### src/rtl/product_accumulator.sv
// -----------------------------------------------------------------------------
// product_accumulator
//
// Sequential stage behind the 4-bit array multiplier. It sums a burst of 8-bit
// unsigned products arriving over a valid/ready stream. A burst ends when a
// beat arrives with in_last set, or when the term count reaches 2^CNT_W-1.
// The result is then held on a registered valid/ready output port.
//
// Ports
//   clk        rising-edge clock
//   rst_n      asynchronous active-low reset
//   in_valid   in_prod / in_last valid this cycle
//   in_ready   block accepts a term this cycle (registered, state decoded)
//   in_prod    unsigned product from the multiplier
//   in_last    final term of the burst
//   out_valid  out_* hold a completed burst result
//   out_ready  downstream accepts the result
//   out_sum    accumulated sum modulo 2^ACC_W
//   out_count  number of terms in the burst
//   out_ovf    sum carried out of ACC_W bits at least once in the burst
//   out_trunc  burst closed by count saturation rather than in_last
//
// state | meaning
// ------+-----------------------------------------------
// ACC   | accepting terms into acc/count/ovf
// HOLD  | result presented on out_*, waiting for out_ready
// -----------------------------------------------------------------------------
module product_accumulator #(
    parameter int ACC_W = 12,
    parameter int CNT_W = 5
) (
    input  logic             clk,
    input  logic             rst_n,
    input  logic             in_valid,
    output logic             in_ready,
    input  logic [7:0]       in_prod,
    input  logic             in_last,
    output logic             out_valid,
    input  logic             out_ready,
    output logic [ACC_W-1:0] out_sum,
    output logic [CNT_W-1:0] out_count,
    output logic             out_ovf,
    output logic             out_trunc
);

    typedef enum logic [0:0] {
        ACC  = 1'b0,
        HOLD = 1'b1
    } state_t;

    // Count value just before the last permitted term (2^CNT_W - 2).
    localparam logic [CNT_W-1:0] CNT_PRE_SAT = {{(CNT_W-1){1'b1}}, 1'b0};

    state_t             state;
    state_t             next_state;
    logic [ACC_W-1:0]   acc;
    logic [CNT_W-1:0]   count;
    logic               ovf;

    logic               beat;
    logic               close;
    logic [ACC_W:0]     sum_ext;
    logic [CNT_W-1:0]   count_inc;
    logic               ovf_next;

    always_comb begin
        beat       = 1'b0;
        close      = 1'b0;
        sum_ext    = {1'b0, acc} + (ACC_W+1)'(in_prod);
        count_inc  = count + 1'b1;
        ovf_next   = ovf | sum_ext[ACC_W];
        next_state = state;

        case (state)
            ACC: begin
                // in_ready is a registered copy of (state == ACC); it is only
                // low here during the first cycle after reset release.
                beat  = in_valid & in_ready;
                close = beat & (in_last | (count == CNT_PRE_SAT));
                if (close) begin
                    next_state = HOLD;
                end
            end
            HOLD: begin
                if (out_ready) begin
                    next_state = ACC;
                end
            end
            default: next_state = ACC;
        endcase
    end

    always_ff @(posedge clk or negedge rst_n) begin
        if (!rst_n) begin
            state     <= ACC;
            in_ready  <= 1'b0;
            acc       <= '0;
            count     <= '0;
            ovf       <= 1'b0;
            out_valid <= 1'b0;
            out_sum   <= '0;
            out_count <= '0;
            out_ovf   <= 1'b0;
            out_trunc <= 1'b0;
        end else begin
            state    <= next_state;
            in_ready <= (next_state == ACC);

            if (beat) begin
                if (close) begin
                    out_sum   <= sum_ext[ACC_W-1:0];
                    out_count <= count_inc;
                    out_ovf   <= ovf_next;
                    out_trunc <= ~in_last;
                    out_valid <= 1'b1;
                    acc       <= '0;
                    count     <= '0;
                    ovf       <= 1'b0;
                end else begin
                    acc   <= sum_ext[ACC_W-1:0];
                    count <= count_inc;
                    ovf   <= ovf_next;
                end
            end

            // Result fields keep their values after the handshake.
            if (state == HOLD && out_ready) begin
                out_valid <= 1'b0;
            end
        end
    end

endmodule

### config.mk
export PLATFORM = sky130hd
export DESIGN_NAME = product_accumulator
export DESIGN_NICKNAME = d
export VERILOG_FILES = /design/src/rtl/product_accumulator.sv
export SDC_FILE = /design/constraint.sdc
export NUM_CORES = 1
export LEC_CHECK = 0
export ABC_AREA = 1
export CORE_ASPECT_RATIO = 2
export CORE_MARGIN = 2
export CORE_UTILIZATION = 51
export CTS_BUF_LIST = sky130_fd_sc_hd__clkbuf_4 sky130_fd_sc_hd__clkbuf_8 sky130_fd_sc_hd__clkbuf_16
export CTS_CLUSTER_DIAMETER = 40
export CTS_CLUSTER_SIZE = 28
export DETAILED_ROUTE_END_ITERATION = 10
export PLACE_DENSITY = 0.73
export SYNTH_ARGS = -nofsm -noshare
export SYNTH_HDL_FRONTEND = slang
export SYNTH_SLANG_ARGS = --single-unit
### constraint.sdc
create_clock -name clk -period 5.25 [get_ports clk]
set_input_delay 1.05 -clock clk [delete_from_list [all_inputs] [get_ports clk]]
set_output_delay 1.05 -clock clk [all_outputs]
set_load 0.02 [all_outputs]
==> results of run 1 <==
metal layers:
layer / track usage / up-vias / wire [um] / part of all wire
li1: - / 906 / - / -
met1: 0.2228 / 848 / 1843 / 0.38
met2: 0.4200 / 33 / 2717 / 0.56
met3: 0.03538 / 14 / 136 / 0.028
met4: 0.1366 / 0 / 171 / 0.035
met5: 0 / - / 0 / 0
sequential cells by signal (all words and copies together), names as in the netlist:
register,flops
out_valid,1
out_trunc,1
acc,12
out_count,5
out_sum,12
out_ovf,1
count,5
in_ready,1
state,1
ovf,1
power groups by stage:
stage / logic, uW / clock network [uW] / registers (uW)
detailed placement: 567 / 0 / 474
global placement: 560 / 0 / 471
global route: 627 / 292 / 478
floorplan: 325 / 0 / 518
CTS: 573 / 283 / 468
finish: 569 / 279 / 467
synthesized netlist by cell type:
master / instances
a21boi_1: 1
a21o_1: 1
a21oi_1: 2
a31oi_4: 1
buf_2: 4
buf_6: 3
dfrtp_1: 40
fa_1: 1
ha_1: 10
inv_1: 21
inv_2: 5
inv_4: 1
nand2_1: 105
nand3_1: 22
nand3_2: 1
nand3b_1: 1
nand4_1: 4
nor2_1: 9
nor2_8: 1
nor3_1: 1
o21ai_1: 13
o21ai_2: 9
or2_1: 1
xnor2_1: 2
xor2_1: 6
kinds of logic (layout without fill, tap and decap cells):
logic type,Yosys count,in the layout,synth area share
AND/OR/NAND/NOR,145,145,0.2812
adder cells (fa/ha/maj),11,11,0.06671
flip-flops,40,40,0.4600
XOR/XNOR,8,8,0.03220
buffers and inverters,34,68,0.07246
AO/OA/AOI/OAI,27,27,0.08741
area by class of cell:
class	count	area (um2)	area share
clock buffers	7	96.34	0.03651
clock inverters	1	30.03	0.01138
inverters	27	103.9	0.03936
multi-input cells	191	1017	0.3855
flip-flops and latches	40	1001	0.3793
well taps	52	65.06	0.02466
repair buffers	33	325.3	0.1233
worst min path at each step:
stage,endpoint,slack [ns]
4_1_cts,out_sum[1]$_DFFE_PN0P_,0.49
3_5_place_dp,out_ovf$_DFFE_PN0P_,0.47
5_1_grt,out_count[0]$_DFFE_PN0P_,0.51
2_1_floorplan,acc[5]$_DFFE_PN0P_,0.45
6_report,out_sum[9]$_DFFE_PN0P_,0.48
3_3_place_gp,out_sum[7]$_DFFE_PN0P_,0.46
stage by stage:
stage               power [uW]  instances  hold WS [ns]  instance area [um2]    util
global placement          1031        343        0.4619                 2512  0.6146
floorplan                843.1        265        0.4529                 2176       -
global route              1397        351        0.5084                 2639  0.6455
finish                    1315        351        0.4830                 2639  0.6455
CTS                       1324        351        0.4905                 2639  0.6455
detailed placement        1041        343        0.4717                 2512  0.6146
worst register-to-register path, delay by kind of cell (launching register included):
family                     cells  cell delay [ns]
adders and majority gates      2             0.68
DFF                            1             0.40
and+or+nand+nor                7             0.75
layout by cell type (no fill, tap or decap), types with 2 or more instances in the layout:
| cell type | n |
|---|---|
| xor2_1 | 6 |
| nor2_1 | 9 |
| dfrtp_1 | 40 |
| nand2_1 | 105 |
| xnor2_1 | 2 |
| nand4_1 | 4 |
| clkdlybuf4s50_1 | 32 |
| o21ai_1 | 13 |
| o21ai_2 | 9 |
| inv_1 | 21 |
| ha_1 | 10 |
| a21oi_1 | 2 |
| clkbuf_8 | 7 |
| nand3_1 | 22 |
| inv_2 | 5 |
==> flow_metrics.tcl, run 1 <==
set metrics [dict create \
    status "finished clean" \
    cts_buffers 5 \
    grt_usage 0.2235 \
    slew_viol_final 0 \
    internal_power_uw 801.1 \
    core-area_mm2 0.004088 \
    crit_arrival_ns 2.89 \
    wl_per_cell_um 13.87 \
    worstPathCellList "clkdlybuf4s50_1 -> ha_1 -> fa_1 -> nand3_1 -> nand3_1 -> nand2_1 -> nand2_1 -> or2_1 -> nand3_1 -> nand2_1" \
    cp-startpoint "in_prod[0]" \
    critPathSlowestCell "fa_1" \
    cts_root_buffer "clkbuf_8" \
    via_count 1801 \
    ctsResizeCount 0 \
    dp_slack_ns 2.240 \
    grt_pass1_wl_um 8024 \
    syn_to_final_growth_pct 21.28 \
    synth_area_leaders "dfrtp_1, nand2_1, ha_1" \
    crit_family "simple AND/OR/NAND/NOR gates" \
    htreeDepth 2 \
    via_per_inst 5.131 \
    p_comb_frac 0.433 \
    cts_tree "done" \
    netlist_area_mm2 0.002176 \
    path_buf_inv 1 \
    setup_viol 0 \
    drtIter0Drc 29 \
    synthesis.nets 289 \
    crit_required_ns 5.45 \
    hold_viol_final 0 \
    routabilityCongestion 0.9855 \
    fp-row-count 33 \
    whs_path_depth 2 \
    grt_max_degree 41 \
    max_stage_delay_ns 0.45 \
    yosys.area.top_type "dfrtp_1" \
    cts_max_path_buffers 2 \
    hpwl_um 3555 \
    wl_um 4868 \
    drive_above_1_share 0.09030 \
    min_path_type "register to register" \
    antennaDiodeCount 0 \
    clkPwrFrac 0.212 \
    min-delay-start "out_sum[9]$_DFFE_PN0P_" \
    io_buffers 33 \
    grt_remaining_overflow 0 \
    start_kind "input port" \
    dieArea_mm2 0.004836 \
    drtPass1Iterations 4 \
    yosys_warnings 0 \
    power_density_mw_per_mm2 498.2 \
    cp-endpoint "acc[6]$_DFFE_PN0P_" \
    p_sw_frac 0.3906 \
    maxCapViolCount 0 \
    layout.nets 322 \
    final_antenna_net_count 0 \
    drc 0 \
    cts.clk_slew.worst_paths_ns 0.08 \
    clk-insertion-delay-late_ns 0.30 \
    cp_max_fo 3 \
    fin_ws_ns 2.555 \
    io_pins 34 \
    relSlewSlack 0.3960 \
    ys_types 25 \
    switching_power_uw 513.5 \
    post-route-period-util 0.5133 \
    post-cts-setup-buffers 0 \
    cts_hold_buffers 0 \
    critPathKind "input port to register" \
    die_h_um 96.37 \
    cp-end-kind "register" \
    synth_top_area_share 0.4600 \
    syn_inst 265 \
    first_global_vias 1857 \
    die-width_um 50.19 \
    fmax_mhz 371.1 \
    setup_tns_ns 0 \
    ys_seq_area_frac 0.4600 \
    period_needed_ns 2.695 \
    start_util 0.5323 \
    antenna_found_initial 0 \
    n_fill_cell 358 \
    rr_startpoint "acc[0]$_DFFE_PN0P_" \
    rrSetupSlack_ns 3.34 \
    cp.depth 10 \
    syn_area_per_cell_um2 8.211 \
    r2r_cells 9 \
    timing.rr.end "acc[6]$_DFFE_PN0P_" \
    tightest_slew_ns 0.9060 \
    synth_seq_cells 40 \
    p_leak_uw 0.001367 \
    fin_skew_ns 0.008954 \
    clock_sinks 40 \
    ir_drop_v 0.0004303 \
    p_seq_frac 0.355 \
    rsz0062_at_grt "false" \
]
(Power assumes the default switching activity.)
==> run 2, diff against run 1 <==
- clock period: 5.25 -> 2.8 ns (I/O delays scaled with it)
==> run 2 against run 1 <==
Compared with the run above: utilization down 0.73 points; power up 76%; global-route usage down 0.74 points; sequential power up 88%; routed wire length down 3.4%; clock-buffer cell count down 1; critical path type unchanged; critical endpoint unchanged; largest power group unchanged.
==> flow_metrics.tcl, run 2 (synthesis results as in run 1) <==
set metrics [dict create \
    cts_hold_buffers 0 \
    dp_cells 345 \
    clock_sinks 40 \
    layout.nets 324 \
    r2r_cells 9 \
    cts_root_buffer "clkbuf_8" \
    wl_um 4702 \
    syn_to_final_growth_pct 19.90 \
    io_buffers 33 \
    tightest_slew_ns 0.8768 \
    cts.clk_slew.worst_paths_ns 0.08 \
    hpwl_um 3560 \
    grt_max_degree 41 \
    grt_usage 0.2160 \
    drtIter0Drc 25 \
    internal_power_uw 1371 \
    antennaDiodeCount 0 \
    via_per_inst 5.031 \
    relSlewSlack 0.4155 \
    critPathSlowestCell "fa_1" \
    cts_buffers 5 \
    ctsResizeCount 0 \
    antenna_found_initial 0 \
    wl_per_cell_um 13.36 \
    fmax_mhz 458.3 \
    io_pins 34 \
    htreeDepth 2 \
    rrSetupSlack_ns 0.93 \
    switching_power_uw 948.3 \
    dieArea_mm2 0.004836 \
    clkPwrFrac 0.163 \
    crit_required_ns 2.99 \
    finalNonFillerCells 352 \
    finalPower_uw 2319 \
    crit_family "simple AND/OR/NAND/NOR gates" \
    setup_tns_ns 0 \
    final_antenna_net_count 0 \
    post-cts-setup-buffers 0 \
    rr_startpoint "acc[0]$_DFFE_PN0P_" \
    fp-row-count 33 \
    ir_drop_v 0.0006449 \
    grt_pass1_wl_um 7748 \
    cts_tree "done" \
    n_fill_cell 372 \
    die-width_um 50.19 \
    start_util 0.5323 \
    power_density_mw_per_mm2 889.0 \
    slew_viol_final 0 \
    start_kind "input port" \
    post-route-period-util 0.7793 \
    via_count 1771 \
    cts_max_path_buffers 2 \
    max_stage_delay_ns 0.43 \
    maxCapViolCount 0 \
    min_path_type "input port to async pin" \
    drive_above_1_share 0.09333 \
    p_seq_frac 0.380 \
    fin_skew_ns 0.007818 \
    routabilityCongestion 0.9723 \
    worstPathCellList "clkdlybuf4s50_1 -> ha_1 -> fa_1 -> nand3_1 -> nand3_1 -> nand2_1 -> nand2_1 -> or2_1 -> nand3_1 -> nand2_1" \
    p_leak_uw 0.001356 \
    core-area_mm2 0.004088 \
    grt_remaining_overflow 0 \
    rsz0062_at_grt "false" \
    final_common_cell "nand2_1" \
    crit_arrival_ns 2.37 \
    drtPass1Iterations 4 \
    layout_common_cells "nand2_1, dfrtp_1, clkdlybuf4s50_1" \
    critPathKind "input port to register" \
    clk-insertion-delay-late_ns 0.29 \
    timing.rr.end "acc[6]$_DFFE_PN0P_" \
    first_global_vias 1765 \
    cp-end-kind "register" \
    die_h_um 96.37 \
    p_sw_frac 0.4089 \
    p_comb_frac 0.458 \
    path_buf_inv 1 \
    drc 0 \
    setup_viol 0 \
    hold_viol_final 0 \
    cp_max_fo 3 \
    status "finished clean" \
    top_regs "acc x12, out_sum x12" \
    period_needed_ns 2.182 \
]
==> run 2: changes by cell type in the layout (fill, tap and decap cells not counted), sizes merged <==
cell and delta:
buf +2, bufinv -1, clkbuf -1, clkinv +1
==> run 2: area by class of cell <==
type	instances	area [um2]	area share
Sequential cell	40	1001	0.3837
Clock inverter	1	5.005	0.001918
Multi-Input combinational cell	191	1017	0.3899
Tap cell	52	65.06	0.02494
Timing Repair Buffer	35	340.3	0.1305
Clock buffer	6	76.32	0.02926
Inverter	27	103.9	0.03981
==> run 2: per-layer routing <==
layer | GRT usage | part of all wire | vias to the layer above
met3 | 0.03385 | 0.025 | 11
met1 | 0.2189 | 0.38 | 825
li1 | - | - | 906
met5 | 0 | 0 | -
met4 | 0.1134 | 0.029 | 0
met2 | 0.4112 | 0.56 | 29
==> run 2: worst max path at each step <==
| stage | depth (start not counted) | slack [ns] | start | to |
|---|---|---|---|---|
| 2_1_floorplan | 9 | 0.85 | in_prod[0] | acc[6]$_DFFE_PN0P_ |
| 3_3_place_gp | 10 | 0.32 | in_prod[0] | out_sum[6]$_DFFE_PN0P_ |
| 3_5_place_dp | 10 | 0.29 | in_prod[0] | acc[6]$_DFFE_PN0P_ |
| 4_1_cts | 10 | 0.61 | in_prod[0] | acc[6]$_DFFE_PN0P_ |
| 5_1_grt | 10 | 0.43 | in_prod[0] | acc[6]$_DFFE_PN0P_ |
| 6_report | 10 | 0.62 | in_prod[0] | acc[6]$_DFFE_PN0P_ |
==> run 2: power groups by stage <==
| stage | registers [uW] | clock network (uW) | logic, uW |
|---|---|---|---|
| 2_1_floorplan | 971 | 0 | 609 |
| 3_3_place_gp | 884 | 0 | 1050 |
| 3_5_place_dp | 891 | 0 | 1070 |
| 4_1_cts | 882 | 388 | 1080 |
| 5_1_grt | 900 | 395 | 1190 |
| 6_report | 880 | 377 | 1060 |
==> run 2: worst reg2reg max path, stage by stage, from the launching register on <==
cell	delay, ns
dfrtp_1	0.39
ha_1	0.22
fa_1	0.43
nand3_1	0.11
nand3_1	0.13
nand2_1	0.09
nand2_1	0.05
or2_1	0.23
nand3_1	0.07
nand2_1	0.05
==> run 2: through the flow <==
stage	instance area [um2]	setup slack (ns)	hold slack (ns)	utilization
2_1_floorplan	2176	0.8519	0.2644	-
3_3_place_gp	2527	0.3189	0.4617	0.6183
3_5_place_dp	2527	0.2889	0.4663	0.6183
4_1_cts	2609	0.6061	0.4173	0.6382
5_1_grt	2609	0.4252	0.4672	0.6382
6_report	2609	0.6178	0.3836	0.6382
==> run 3, diff against run 2 <==
- clock period: 2.8 -> 2.14 ns (I/O delays scaled with it)
==> run 3 against run 2 <==
Compared with the run above: hold slack lost 0.20 ns; non-clock buffer count up 8; sequential power increased by 31%; clock-buffer cell count decreased by 1; die area did not move; power is 34% higher.
==> flow_metrics.tcl, run 3 (synthesis results as in run 1) <==
set metrics [dict create \
    status "finished clean" \
    path_buf_inv 1 \
    rr_startpoint "acc[0]$_DFFE_PN0P_" \
    maxCapViolCount 0 \
    ctsResizeCount 0 \
    layout.nets 332 \
    rsz0062_at_grt "false" \
    cts_hold_buffers 0 \
    via_per_inst 5.122 \
    cp-end-kind "register" \
    clock_sinks 40 \
    setup_tns_ns 0 \
    hpwl_um 3971 \
    io_buffers 33 \
    cts.clk_slew.worst_paths_ns 0.09 \
    relSlewSlack 0.6526 \
    antenna_found_initial 0 \
    cts_root_buffer "clkbuf_8" \
    clk-insertion-delay-late_ns 0.30 \
    cp-startpoint "in_prod[0]" \
    final_antenna_net_count 0 \
    power_density_mw_per_mm2 1152 \
    crit_family "simple AND/OR/NAND/NOR gates" \
    ir_drop_v 0.0007803 \
    fin_skew_ns 0.01433 \
    crit_required_ns 2.33 \
    layout_common_cells "nand2_1, dfrtp_1, clkdlybuf4s50_1" \
    grt_remaining_overflow 0 \
    drc 0 \
    io_pins 34 \
    timing.rr.end "out_sum[6]$_DFFE_PN0P_" \
    use_met2 0.4397 \
    start_util 0.5323 \
    grt_usage 0.2468 \
    die_h_um 96.37 \
    post-cts-setup-buffers 0 \
    post-route-period-util 0.8957 \
    grt_max_degree 41 \
    start_kind "input port" \
    crit_top_cell "nand2_1" \
    routabilityCongestion 0.9584 \
    finalPower_uw 3098 \
    rrSetupSlack_ns 0.39 \
    p_leak_uw 0.001401 \
    crit_arrival_ns 2.11 \
    max_stage_delay_ns 0.41 \
    cp-endpoint "out_sum[6]$_DFFE_PN0P_" \
    syn_to_final_growth_pct 23.58 \
    r2r_cells 9 \
    drtIter0Drc 12 \
    use_met1 0.2518 \
    final_common_cell "nand2_1" \
    critPathSlowestCell "clkdlybuf4s50_1" \
    critPathKind "input port to register" \
    hold_viol_final 0 \
    cts_max_path_buffers 2 \
    setup_viol 0 \
    cp_max_fo 3 \
    fp-row-count 33 \
    core-area_mm2 0.004088 \
    cts_tree "done" \
    drive_above_1_share 0.1234 \
    via_count 1844 \
    min_path_type "input port to async pin" \
    die-width_um 50.19 \
    htreeDepth 2 \
    top_regs "acc x12, out_sum x12" \
    globalRouteMet3Util 0.04000 \
    period_needed_ns 1.917 \
    first_global_vias 1904 \
    tightest_slew_ns 0.5211 \
    cp.depth 10 \
    wl_um 5161 \
    slew_viol_final 0 \
    grt_busiest_layer "met2" \
    grt_pass1_wl_um 8721 \
    dieArea_mm2 0.004836 \
    fmax_mhz 521.7 \
    antennaDiodeCount 0 \
    drtPass1Iterations 4 \
    worstPathCellList "clkdlybuf4s50_1 -> ha_1 -> fa_2 -> nand3_1 -> nand3_2 -> nand2_1 -> nand2_1 -> or2_1 -> nand3_1 -> nand2_1" \
    cts_buffers 5 \
    wl_per_cell_um 14.34 \
]
-- run 3: through the flow --
stage                     hold WS (ns)  setup slack, ns  area [um2]    util  std cells
final                           0.1836           0.2232        2689  0.6578        360
after global routing            0.2421          0.05036        2689  0.6578        360
after CTS                       0.2019           0.1329        2681  0.6560        360
after detailed placement        0.4654          -0.1911        2600  0.6361        353
after global placement          0.4642          -0.1345        2600  0.6361        353
after floorplan                 0.1324           0.3239        2176       -        265
-- run 3: layer usage --
| layer | part of all wire | routed length (um) |
|---|---|---|
| met5 | 0 | 0 |
| met4 | 0.067 | 345 |
| met1 | 0.35 | 1786 |
| met3 | 0.027 | 137 |
| met2 | 0.56 | 2892 |
-- run 3: how the worst min path moves through the flow --
stage                                  from                 endpoint  slack, ns
floorplan                             rst_n       acc[0]$_DFFE_PN0P_       0.13
global placement    out_sum[11]$_DFFE_PN0P_  out_sum[11]$_DFFE_PN0P_       0.46
finish                                rst_n       acc[6]$_DFFE_PN0P_       0.18
CTS                                   rst_n       acc[6]$_DFFE_PN0P_       0.20
global route                          rst_n       acc[6]$_DFFE_PN0P_       0.24
detailed placement  out_sum[11]$_DFFE_PN0P_  out_sum[11]$_DFFE_PN0P_       0.47
-- run 3: cell type report --
type                       instances  area (um2)
tap                               52       65.06
inverter                          27       103.9
clock inverter                     2       12.51
sequential                        40        1001
clock buffer                       5       68.82
multi-input combinational        191        1025
fill                             361        1399
timing repair buffer              43       412.9
-- run 3: worst reg2reg max path: cells and delay by family, from the launching register on --
kind | cells | cell delay, ns
flops | 1 | 0.40
fa+ha+maj | 2 | 0.59
simple gates | 7 | 0.66
-- run 3: report_power, final --
part / switching, uW / internal, uW
Clock: 266 / 221
Combinational: 830 / 629
Sequential: 172 / 979
Total: 1270 / 1830
